**src/rtl/rotate_kick_unit_pkg.sv**
```systemverilog
// Shared types for the rotate/kick unit: piece colours, orientations, FSM states
// and the wall-kick offset table.
package rotate_kick_unit_pkg;

  typedef enum logic [2:0] {
    CYAN    = 3'd0,
    YELLOW  = 3'd1,
    MAGENTA = 3'd2,
    GREEN   = 3'd3,
    RED     = 3'd4,
    BLUE    = 3'd5,
    ORANGE  = 3'd6
  } block_color_t;

  typedef enum logic [1:0] {
    NORMAL    = 2'd0,
    ROT_RIGHT = 2'd1,
    ROT2      = 2'd2,
    ROT_LEFT  = 2'd3
  } orientation_t;

  typedef enum logic [2:0] {
    IDLE      = 3'd0,
    ROTATE    = 3'd1,
    CHECK     = 3'd2,
    NEXT_KICK = 3'd3,
    DONE      = 3'd4
  } state_t;

  typedef struct packed {
    logic signed [2:0] dx;
    logic signed [2:0] dy;
  } kick_t;

  // Index of the long-bar-only kick; other colours step straight over it.
  localparam logic [2:0] LAST_KICK = 3'd4;

  function automatic kick_t kick_lookup(input logic [2:0] k, input logic left);
    kick_t kk;
    kk.dx = 3'sd0;
    kk.dy = 3'sd0;
    case (k)
      3'd1: kk.dx = -3'sd1;
      3'd2: kk.dx = 3'sd1;
      3'd3: kk.dy = -3'sd1;
      3'd4: kk.dx = left ? -3'sd2 : 3'sd2;
      default: ;
    endcase
    return kk;
  endfunction

  // Left walks NORMAL->ROT_LEFT->ROT2->ROT_RIGHT, i.e. one step down the encoding.
  function automatic orientation_t rotate_orient(input orientation_t o, input logic left);
    logic [1:0] t;
    t = o;
    t = left ? t - 2'd1 : t + 2'd1;
    return orientation_t'(t);
  endfunction

endpackage

```
**src/rtl/rotate_kick_unit_rot_offset_lut.sv**
```systemverilog
// Combinational base rotation: every cell is turned 90 degrees about a pivot cell
// (cell1, or cell2 for the bar in its ROT2/ROT_LEFT orientations).
module rot_offset_lut
  import rotate_kick_unit_pkg::*;
#(
  parameter int COORD_W = 5
) (
  input  block_color_t           i_color,
  input  orientation_t           i_orient,
  input  logic                   i_left,
  input  logic [4*COORD_W-1:0]   i_x,
  input  logic [4*COORD_W-1:0]   i_y,
  output logic [4*COORD_W-1:0]   o_x,
  output logic [4*COORD_W-1:0]   o_y
);

  logic               w_pivot_hi;
  logic [COORD_W-1:0] w_px;
  logic [COORD_W-1:0] w_py;

  assign w_pivot_hi = (i_color == CYAN) && ((i_orient == ROT2) || (i_orient == ROT_LEFT));
  assign w_px = w_pivot_hi ? i_x[2*COORD_W +: COORD_W] : i_x[COORD_W +: COORD_W];
  assign w_py = w_pivot_hi ? i_y[2*COORD_W +: COORD_W] : i_y[COORD_W +: COORD_W];

  for (genvar gi = 0; gi < 4; gi++) begin : g_cell
    logic [COORD_W-1:0] w_rx;
    logic [COORD_W-1:0] w_ry;
    logic [COORD_W-1:0] w_ox;
    logic [COORD_W-1:0] w_oy;

    assign w_rx = i_x[gi*COORD_W +: COORD_W] - w_px;
    assign w_ry = i_y[gi*COORD_W +: COORD_W] - w_py;
    // y grows downward, so clockwise maps (rx,ry) to (-ry,rx).
    assign w_ox = i_left ? w_px + w_ry : w_px - w_ry;
    assign w_oy = i_left ? w_py - w_rx : w_py + w_rx;

    assign o_x[gi*COORD_W +: COORD_W] = (i_color == YELLOW) ? i_x[gi*COORD_W +: COORD_W] : w_ox;
    assign o_y[gi*COORD_W +: COORD_W] = (i_color == YELLOW) ? i_y[gi*COORD_W +: COORD_W] : w_oy;
  end

endmodule

```
**src/rtl/rotate_kick_unit.sv**
```systemverilog
// Rotates a four-cell piece and searches the kick table for a legal placement,
// querying an external occupancy port one cell at a time.
module rotate_kick_unit
  import rotate_kick_unit_pkg::*;
#(
  parameter int COORD_W   = 5,
  parameter int BOARD_W   = 10,
  parameter int BOARD_H   = 20,
  parameter int NUM_KICKS = 5
) (
  input  logic                 i_clk,
  input  logic                 i_srst,
  input  logic                 i_start,
  input  block_color_t         i_block,
  input  logic                 i_rotate_left,
  input  orientation_t         i_cur_orientation,
  input  logic [4*COORD_W-1:0] i_x_block,
  input  logic [4*COORD_W-1:0] i_y_block,
  output logic                 o_occ_req_valid,
  output logic [COORD_W-1:0]   o_occ_req_x,
  output logic [COORD_W-1:0]   o_occ_req_y,
  input  logic                 i_occ_rsp_valid,
  input  logic                 i_occ_rsp_hit,
  output logic                 o_busy,
  output logic                 o_done,
  output logic                 o_success,
  output logic [4*COORD_W-1:0] o_new_x,
  output logic [4*COORD_W-1:0] o_new_y,
  output orientation_t         o_new_orientation
);

  localparam logic [COORD_W-1:0] BW = COORD_W'(BOARD_W);
  localparam logic [COORD_W-1:0] BH = COORD_W'(BOARD_H);

  state_t               r_state;
  block_color_t         r_color;
  logic                 r_left;
  orientation_t         r_orient;
  logic [4*COORD_W-1:0] r_x_in;
  logic [4*COORD_W-1:0] r_y_in;
  logic [4*COORD_W-1:0] r_base_x;
  logic [4*COORD_W-1:0] r_base_y;
  logic [2:0]           r_k;
  logic [1:0]           r_c;
  logic                 r_done;
  logic                 r_success;
  logic [4*COORD_W-1:0] r_new_x;
  logic [4*COORD_W-1:0] r_new_y;
  orientation_t         r_new_orient;

  logic [4*COORD_W-1:0] w_rot_x;
  logic [4*COORD_W-1:0] w_rot_y;
  logic [4*COORD_W-1:0] w_kick_x;
  logic [4*COORD_W-1:0] w_kick_y;
  kick_t                w_kick;
  logic [COORD_W-1:0]   w_dx;
  logic [COORD_W-1:0]   w_dy;
  logic [COORD_W-1:0]   w_cand_x;
  logic [COORD_W-1:0]   w_cand_y;
  logic                 w_in_bounds;
  logic [2:0]           w_k_next;

  rot_offset_lut #(.COORD_W(COORD_W)) u_lut (
    .i_color  (r_color),
    .i_orient (r_orient),
    .i_left   (r_left),
    .i_x      (r_x_in),
    .i_y      (r_y_in),
    .o_x      (w_rot_x),
    .o_y      (w_rot_y)
  );

  assign w_kick = kick_lookup(r_k, r_left);
  assign w_dx   = {{(COORD_W-3){w_kick.dx[2]}}, w_kick.dx};
  assign w_dy   = {{(COORD_W-3){w_kick.dy[2]}}, w_kick.dy};

  for (genvar gi = 0; gi < 4; gi++) begin : g_kick
    assign w_kick_x[gi*COORD_W +: COORD_W] = r_base_x[gi*COORD_W +: COORD_W] + w_dx;
    assign w_kick_y[gi*COORD_W +: COORD_W] = r_base_y[gi*COORD_W +: COORD_W] + w_dy;
  end

  // Wrapped coordinates land above the board size, so one compare covers underflow.
  assign w_cand_x    = w_kick_x[r_c*COORD_W +: COORD_W];
  assign w_cand_y    = w_kick_y[r_c*COORD_W +: COORD_W];
  assign w_in_bounds = (w_cand_x < BW) && (w_cand_y < BH);

  always_comb begin
    w_k_next = r_k + 3'd1;
    if ((w_k_next == LAST_KICK) && (r_color != CYAN)) begin
      w_k_next = r_k + 3'd2;
    end
  end

  assign o_busy            = (r_state != IDLE);
  assign o_occ_req_valid   = (r_state == CHECK) && w_in_bounds;
  assign o_occ_req_x       = w_cand_x;
  assign o_occ_req_y       = w_cand_y;
  assign o_done            = r_done;
  assign o_success         = r_success;
  assign o_new_x           = r_new_x;
  assign o_new_y           = r_new_y;
  assign o_new_orientation = r_new_orient;

  always_ff @(posedge i_clk) begin
    if (i_srst) begin
      r_state      <= IDLE;
      r_color      <= CYAN;
      r_left       <= 1'b0;
      r_orient     <= NORMAL;
      r_x_in       <= '0;
      r_y_in       <= '0;
      r_base_x     <= '0;
      r_base_y     <= '0;
      r_k          <= '0;
      r_c          <= '0;
      r_done       <= 1'b0;
      r_success    <= 1'b0;
      r_new_x      <= '0;
      r_new_y      <= '0;
      r_new_orient <= NORMAL;
    end else begin
      r_done <= 1'b0;
      case (r_state)
        IDLE: begin
          if (i_start) begin
            r_color  <= i_block;
            r_left   <= i_rotate_left;
            r_orient <= i_cur_orientation;
            r_x_in   <= i_x_block;
            r_y_in   <= i_y_block;
            r_state  <= ROTATE;
          end
        end
        ROTATE: begin
          if (r_color == YELLOW) begin
            r_success    <= 1'b1;
            r_new_x      <= r_x_in;
            r_new_y      <= r_y_in;
            r_new_orient <= r_orient;
            r_done       <= 1'b1;
            r_state      <= DONE;
          end else begin
            r_base_x <= w_rot_x;
            r_base_y <= w_rot_y;
            r_k      <= '0;
            r_c      <= '0;
            r_state  <= CHECK;
          end
        end
        CHECK: begin
          if (!w_in_bounds) begin
            r_state <= NEXT_KICK;
          end else if (i_occ_rsp_valid) begin
            if (i_occ_rsp_hit) begin
              r_state <= NEXT_KICK;
            end else if (r_c == 2'd3) begin
              r_success    <= 1'b1;
              r_new_x      <= w_kick_x;
              r_new_y      <= w_kick_y;
              r_new_orient <= rotate_orient(r_orient, r_left);
              r_done       <= 1'b1;
              r_state      <= DONE;
            end else begin
              r_c <= r_c + 2'd1;
            end
          end
        end
        NEXT_KICK: begin
          if (int'(w_k_next) >= NUM_KICKS) begin
            r_success    <= 1'b0;
            r_new_x      <= r_x_in;
            r_new_y      <= r_y_in;
            r_new_orient <= r_orient;
            r_done       <= 1'b1;
            r_state      <= DONE;
          end else begin
            r_k     <= w_k_next;
            r_c     <= '0;
            r_state <= CHECK;
          end
        end
        DONE:    r_state <= IDLE;
        default: r_state <= IDLE;
      endcase
    end
  end

endmodule

```
**config.mk**
```make
export PLATFORM = sky130hd
export DESIGN_NAME = rotate_kick_unit
export DESIGN_NICKNAME = d
export VERILOG_FILES = /design/src/rtl/rotate_kick_unit_pkg.sv /design/src/rtl/rotate_kick_unit_rot_offset_lut.sv /design/src/rtl/rotate_kick_unit.sv
export SDC_FILE = /design/constraint.sdc
export NUM_CORES = 1
export LEC_CHECK = 0
export CAP_MARGIN = 20
export CORE_ASPECT_RATIO = 1.25
export CORE_MARGIN = 2
export CORE_UTILIZATION = 53
export CTS_BUF_LIST = sky130_fd_sc_hd__clkbuf_16
export DETAILED_ROUTE_END_ITERATION = 8
export PLACE_DENSITY = 0.78
export SLEW_MARGIN = 20
export SYNTH_ARGS = -nofsm -noshare
export SYNTH_HDL_FRONTEND = slang
export SYNTH_SLANG_ARGS = --single-unit
```
**constraint.sdc**
```tcl
create_clock -name i_clk -period 4.8 [get_ports i_clk]
set_clock_uncertainty 0.05 [all_clocks]
set_input_delay 1.44 -clock i_clk [delete_from_list [all_inputs] [get_ports i_clk]]
set_output_delay 1.44 -clock i_clk [all_outputs]
set_load 0.01 [all_outputs]
```
==> impl_metrics.toml, run 1 <==
[logic_synthesis]
syn_nets = 1448
ys_ff_latch = 138
ys.flop_type = "dfxtp_1"
synth_xor_area_share_pct = 9.71
yosysTopAreaCell = "dfxtp_1"
synth_area_leaders = "dfxtp_1, ha_1, nand2_1, a21oi_1, xnor2_1"
synth_edf_count = 0
async_flop_share_pct = 0
synthAdderAreaFrac_pct = 17.0
synth_top_family_by_area = "adder cells"
synth_area_um2 = 10300
yosysWarnings = 0
syn_inst = 1271
synth_cell_type_count = 58
synth_mux_area_share_pct = 7.90
yosys.area_share.simple_pct = 15.9
avgSynthCellArea_um2 = 8.13
synth_top_area_share_pct = 26.7
synth_compound_area_share_pct = 16.2
yosysSeqAreaShare_pct = 26.7

[sta]
finalCriticalPeriod_ns = 5.02
fmax_ghz = 0.199
post-route-period-util_pct = 105
hold_viol = 0
setup_violations = 3
worst_slack_ns = -0.220
max_slew.worst_pin.slew_ns = 1.04
rsz0062_at_grt = "true"
tns_ns = -0.518
drv_slew = 0
relSlewSlack_pct = 30.7

[floorplan]
die-area_um2 = 20600
die_w_um = 129
die_y_um = 160
core_area_um2 = 19300
rows = 57
initial_utilization_pct = 53.7
boundaryPins = 107

[clock_tree]
cts_tree = "yes"
hold_buffers = 0
worstSkewPairLatency_ns = 0.43
cts_inserted_buffers = 17
cts_root_buffer = "clkbuf_16"
htree_levels = 4
clk_path_buf_depth = 2
path_clk_slew_ns = 0.07
numClockSinks = 138

[setup_path]
crit_slowest_cell = "mux4_2"
crit_arrival_ns = 3.53
worst_setup_path_end_kind = "primary output"
critPathMaxFanout = 4
slowest_delay_ns = 0.53
worstPathCellList = "buf_6, inv_4, ha_4, nor2_2, nor2_1, buf_4, ha_4, inv_2, fa_2, buf_6, nand3b_1, mux2i_1, xnor2_1, mux4_2, buf_6, o211ai_1, nor2_1, buf_2"
cp.required_ns = 3.31
startpoint_type = "flip-flop"
cpMostUsedCell = "buf_6"
crit_type = "reg -> out"

[worst_hold_path]
holdCritPathClass = "reg -> reg"

[global_routing]
grt_pass1_vias = 9094
antenna_found_initial = 0
grt_pass1_wl_um = 47600
grt_use_total_pct = 29.9
grt-ovfl-total = 0
grt_start_max_net_pins = 124

[layout]
layout-drive-gt1-share_pct = 11.8
final_util_pct = 66.4
n_antenna_cell = 0
final_common_cell = "nand2_1"
area_growth_pct = 23.8
fill_cells = 1607
final_cell_mix = "nand2_1, a21oi_1, dfxtp_1"
nets = 1587

[place]
detailed_place_hpwl_um = 23400
routabilityCongestion = 0.944
dp_worst_setup_slack_ns = -0.368
io_buffers = 106

[power]
power_density_nw_per_um2 = 573
peakVddDrop_uv = 341
p_leak_nw = 5.58

[route]
via_per_inst = 5.65
ant_nets = 0
wl_um = 30200
drtIter0Drc = 702
wl_per_cell_um = 18.2
dr.pass1.iters = 7
drcViolationCount = 0
vias = 9369

[status]
status = "complete, but fails checks"
violations = "setup timing"

[flow_run]
cap_violations = 0
registers in the layout, indices dropped and copies added, names as in the netlist:
| signal | flops |
|---|---|
| o_done | 1 |
| o_new_orientation | 2 |
| o_new_x | 20 |
| o_new_y | 20 |
| o_success | 1 |
| r_base_x | 20 |
| r_base_y | 20 |
| r_c | 2 |
| r_color | 3 |
| r_k | 3 |
| r_left | 1 |
| r_orient | 2 |
| r_state | 3 |
| r_x_in | 20 |
| r_y_in | 20 |
Yosys cell counts (all sizes together) (16+ instances only):
library cell and instances:
a211oi 16, a21o 43, a21oi 157, buf 16, clkbuf 50, dfxtp 138, fa 24, ha 102
inv 108, mux2 34, mux2i 23, nand2 225, nor2 73, nor2b 32, xnor2 81, xor2 31
metrics by stage:
stage          hold slack, ns  area [µm²]  instances  total power, mW
2_1_floorplan           0.386       10300       1271             4.75
3_3_place_gp            0.383       11900       1615             5.78
3_5_place_dp            0.391       11900       1615             5.88
4_1_cts                 0.402       12700       1654             7.27
5_1_grt                 0.416       12800       1659             7.88
6_report                0.396       12800       1659             7.33
layer usage:
layer  part of all wire (%)  GRT usage, %
met4                    5.6          16.0
met2                     48          49.4
met3                    6.7          4.02
met5                      0             0
met1                     40          37.6
worst max-delay path: cells and delay by family, from the launching register on:
| kind | cells | cell delay (ns) |
|---|---|---|
| buffers and inverters | 7 | 0.81 |
| multiplexers | 2 | 0.71 |
| adder cells (fa/ha/maj) | 3 | 0.69 |
| AND/OR/NAND/NOR | 4 | 0.34 |
| flip-flops | 1 | 0.33 |
| AO/OA/AOI/OAI | 1 | 0.12 |
| XOR/XNOR | 1 | 0.11 |
report_power, final:
| part | leakage (nW) | internal (mW) | total, mW | switching (mW) |
|---|---|---|---|---|
| sequential | 1.12 | 1.37 | 1.64 | 0.273 |
| clock | 0.302 | 0.713 | 1.35 | 0.634 |
| combinational | 4.15 | 2.06 | 4.35 | 2.28 |
timing repair:
action	in CTS	in global routing
buffers inserted	7	5
setup endpoints to repair	7	7
gates resized for setup	38	21
hold endpoints to repair	0	0
pin swaps	8	15
cells by family (layout without fill, tap and decap cells):
logic type | after synthesis | count (layout)
xor gates and xnor gates | 113 | 113
adders and majority gates | 126 | 126
and+or+nand+nor | 378 | 378
AOI/OAI and AO/OA | 276 | 276
buffers and inverters | 174 | 326
DFF | 138 | 138
muxes | 66 | 66
path summary, 6_finish.rpt:
kind / depth (start not counted) / slack, ns / start / end
setup / recovery: 18 / -0.22 / r_k[1] / o_occ_req_valid
hold / removal: 2 / 0.40 / o_success / o_success
setup reg to reg: 19 / 0.51 / r_color[0] / r_base_y[14]
hold reg to reg: 2 / 0.40 / o_success / o_success
layout make-up:
cell class                 count  area [µm²]  share of cell area [%]
timing repair buffer         186        1670                    13.1
clock inverter                15         196                    1.54
multi-input combinational    959        7020                    54.9
inverter                     108         413                    3.23
clock buffer                  17         425                    3.33
sequential                   138        2770                    21.6
tap                          236         295                    2.31
(Power assumes the default switching activity.)
==> run 2: changes to the inputs <==
Settings changed: ABC_CLOCK_PERIOD_IN_PS from default to 4800, MAX_ROUTING_LAYER from default to met4.
==> run 2 against run 1 <==
Against the previous run: the run still ends with setup timing left; combinational power rose by 5.3%; worst setup slack worse by 0.079 ns; total power grew 3.6%; clock-buffer cell count unchanged; global-route usage grew 2.1 points; core utilization up 2.4 points; routed wire length is 5.3% higher; first-iteration DRC count rose by 4.8%; maximum frequency decreased by 1.5%; worst hold slack better by 0.0047 ns; cell area up 3.6%; highest routed layer unchanged.
==> impl_metrics.toml, run 2 (same netlist as run 1, synthesis figures left out) <==
[clock_tree]
htree_levels = 4
numClockSinks = 138
cts_inserted_buffers = 17
worstSkewPairLatency_ns = 0.44
cts_root_buffer = "clkbuf_16"
hold_buffers = 0
path_clk_slew_ns = 0.07
cts_tree = "yes"
clk_path_buf_depth = 2

[layout]
area_growth_pct = 28.3
final_common_cell = "nand2_1"
final_cell_mix = "nand2_1, a21oi_1, dfxtp_1"
layout-drive-gt1-share_pct = 15.6
fin_area_um2 = 13300
final_cells = 1690
nets = 1617

[power]
sequentialPowerShare_pct = 21.9
p_sw_share_pct = 43.4
peakVddDrop_uv = 313
power_switching_mw = 3.30
p_int_mw = 4.30
combPwrFrac_pct = 60.3
pwr-share-clk_pct = 17.8
power_density_nw_per_um2 = 573
p_leak_nw = 5.76

[sta]
rsz0062_at_grt = "true"
max_slew.worst_pin.slew_ns = 0.867
worst_slack_ns = -0.299
fmax_ghz = 0.196
hold_viol = 0
tns_ns = -0.869
relSlewSlack_pct = 42.1
drv_slew = 0
post-route-period-util_pct = 106
setup_violations = 4
finalCriticalPeriod_ns = 5.10

[route]
ant_nets = 0
drcViolationCount = 0
drtIter0Drc = 736
via_per_inst = 5.70
wl_per_cell_um = 18.9
vias = 9640
wl_um = 31900
dr.pass1.iters = 5

[place]
io_buffers = 106
postPlaceCellArea_um2 = 12000
place_inst = 1621
detailed_place_hpwl_um = 23800
routabilityCongestion = 0.977
dp_worst_setup_slack_ns = -0.345

[floorplan]
rows = 57
die-area_um2 = 20600
die_y_um = 160
core_area_um2 = 19300
initial_utilization_pct = 53.7
die_w_um = 129
boundaryPins = 107

[flow_run]
cap_violations = 0

[global_routing]
antenna_found_initial = 1
grt-ovfl-total = 0
grt_pass1_wl_um = 49300
grt_start_max_net_pins = 57
grt_pass1_vias = 9330
grt_use_total_pct = 32.0

[setup_path]
worst_setup_path_end_kind = "primary output"
cp.required_ns = 3.31
critPathMaxFanout = 4
startpoint_type = "flip-flop"
crit_arrival_ns = 3.61
crit_type = "reg -> out"

[worst_hold_path]
holdCritPathClass = "reg -> reg"

[status]
violations = "setup timing"
status = "complete, but fails checks"
[run 2: changes by cell type in the layout (fill, tap and decap cells not counted), sizes merged]
| cell | before | now |
|---|---|---|
| clkinv | 7 | 8 |
| inv | 116 | 115 |
| dlygate4sd2 | 2 | 1 |
| diode | 0 | 1 |
| dlymetal6s2s | 0 | 1 |
| buf | 83 | 113 |
[run 2: worst paths after layout]
path | startpoint | endpoint | slack [ns] | cells after the start
min reg2reg | o_success | o_success | 0.40 | 2
min | o_success | o_success | 0.40 | 2
max | r_k[1] | o_occ_req_valid | -0.30 | 18
max reg2reg | r_k[0] | o_new_y[18] | -0.20 | 32
[run 2: final cells by class]
cell class | count | area, µm²
antenna | 1 | 2.50
clock buffer | 17 | 425
clock inverter | 15 | 194
fill | 1493 | 6000
inverter | 108 | 410
multi-input combinational | 959 | 7230
sequential | 138 | 2770
tap | 236 | 295
timing repair buffer | 216 | 1930
[run 2: repair_timing]
item | CTS | global route
setup endpoints to repair | 7 | 9
resized for setup | 78 | 20
pin swaps | 14 | 15
buffers inserted | 30 | 6
[run 2: worst max-delay path, cell delays in order (launching register included)]
cell	delay, ns
dfxtp_2	0.34
buf_6	0.13
inv_4	0.06
ha_4	0.14
nor2_2	0.04
nor2_2	0.11
buf_6	0.15
ha_4	0.14
inv_2	0.04
fa_2	0.36
buf_6	0.13
nand3b_1	0.15
mux2i_2	0.25
xnor2_1	0.13
mux4_2	0.52
buf_6	0.14
o211ai_1	0.11
nor2_1	0.07
buf_2	0.15
[run 2: per-layer routing]
metal  global-route usage [%]  share of wire [%]
met1                     38.2                 40
met2                     51.6                 48
met3                     5.26                6.2
met4                     16.6                5.6
met5                        -                  0
[run 2: stage by stage]
step | hold WS, ns | power (mW) | utilization [%]
6_report | 0.400 | 7.60 | 68.8
5_1_grt | 0.425 | 8.13 | 68.8
4_1_cts | 0.405 | 7.49 | 68.3
3_5_place_dp | 0.394 | 5.91 | 62.2
3_3_place_gp | 0.382 | 5.80 | 62.2
2_1_floorplan | 0.386 | 4.75 | -
[run 2: power groups by stage]
| stage | clock network, mW | registers [mW] | logic [mW] |
|---|---|---|---|
| detailed placement | 0 | 1.66 | 4.26 |
| finish | 1.35 | 1.66 | 4.58 |
| global route | 1.41 | 1.68 | 5.05 |
| global placement | 0 | 1.65 | 4.15 |
| CTS | 1.36 | 1.65 | 4.49 |
| floorplan | 0 | 1.54 | 3.22 |
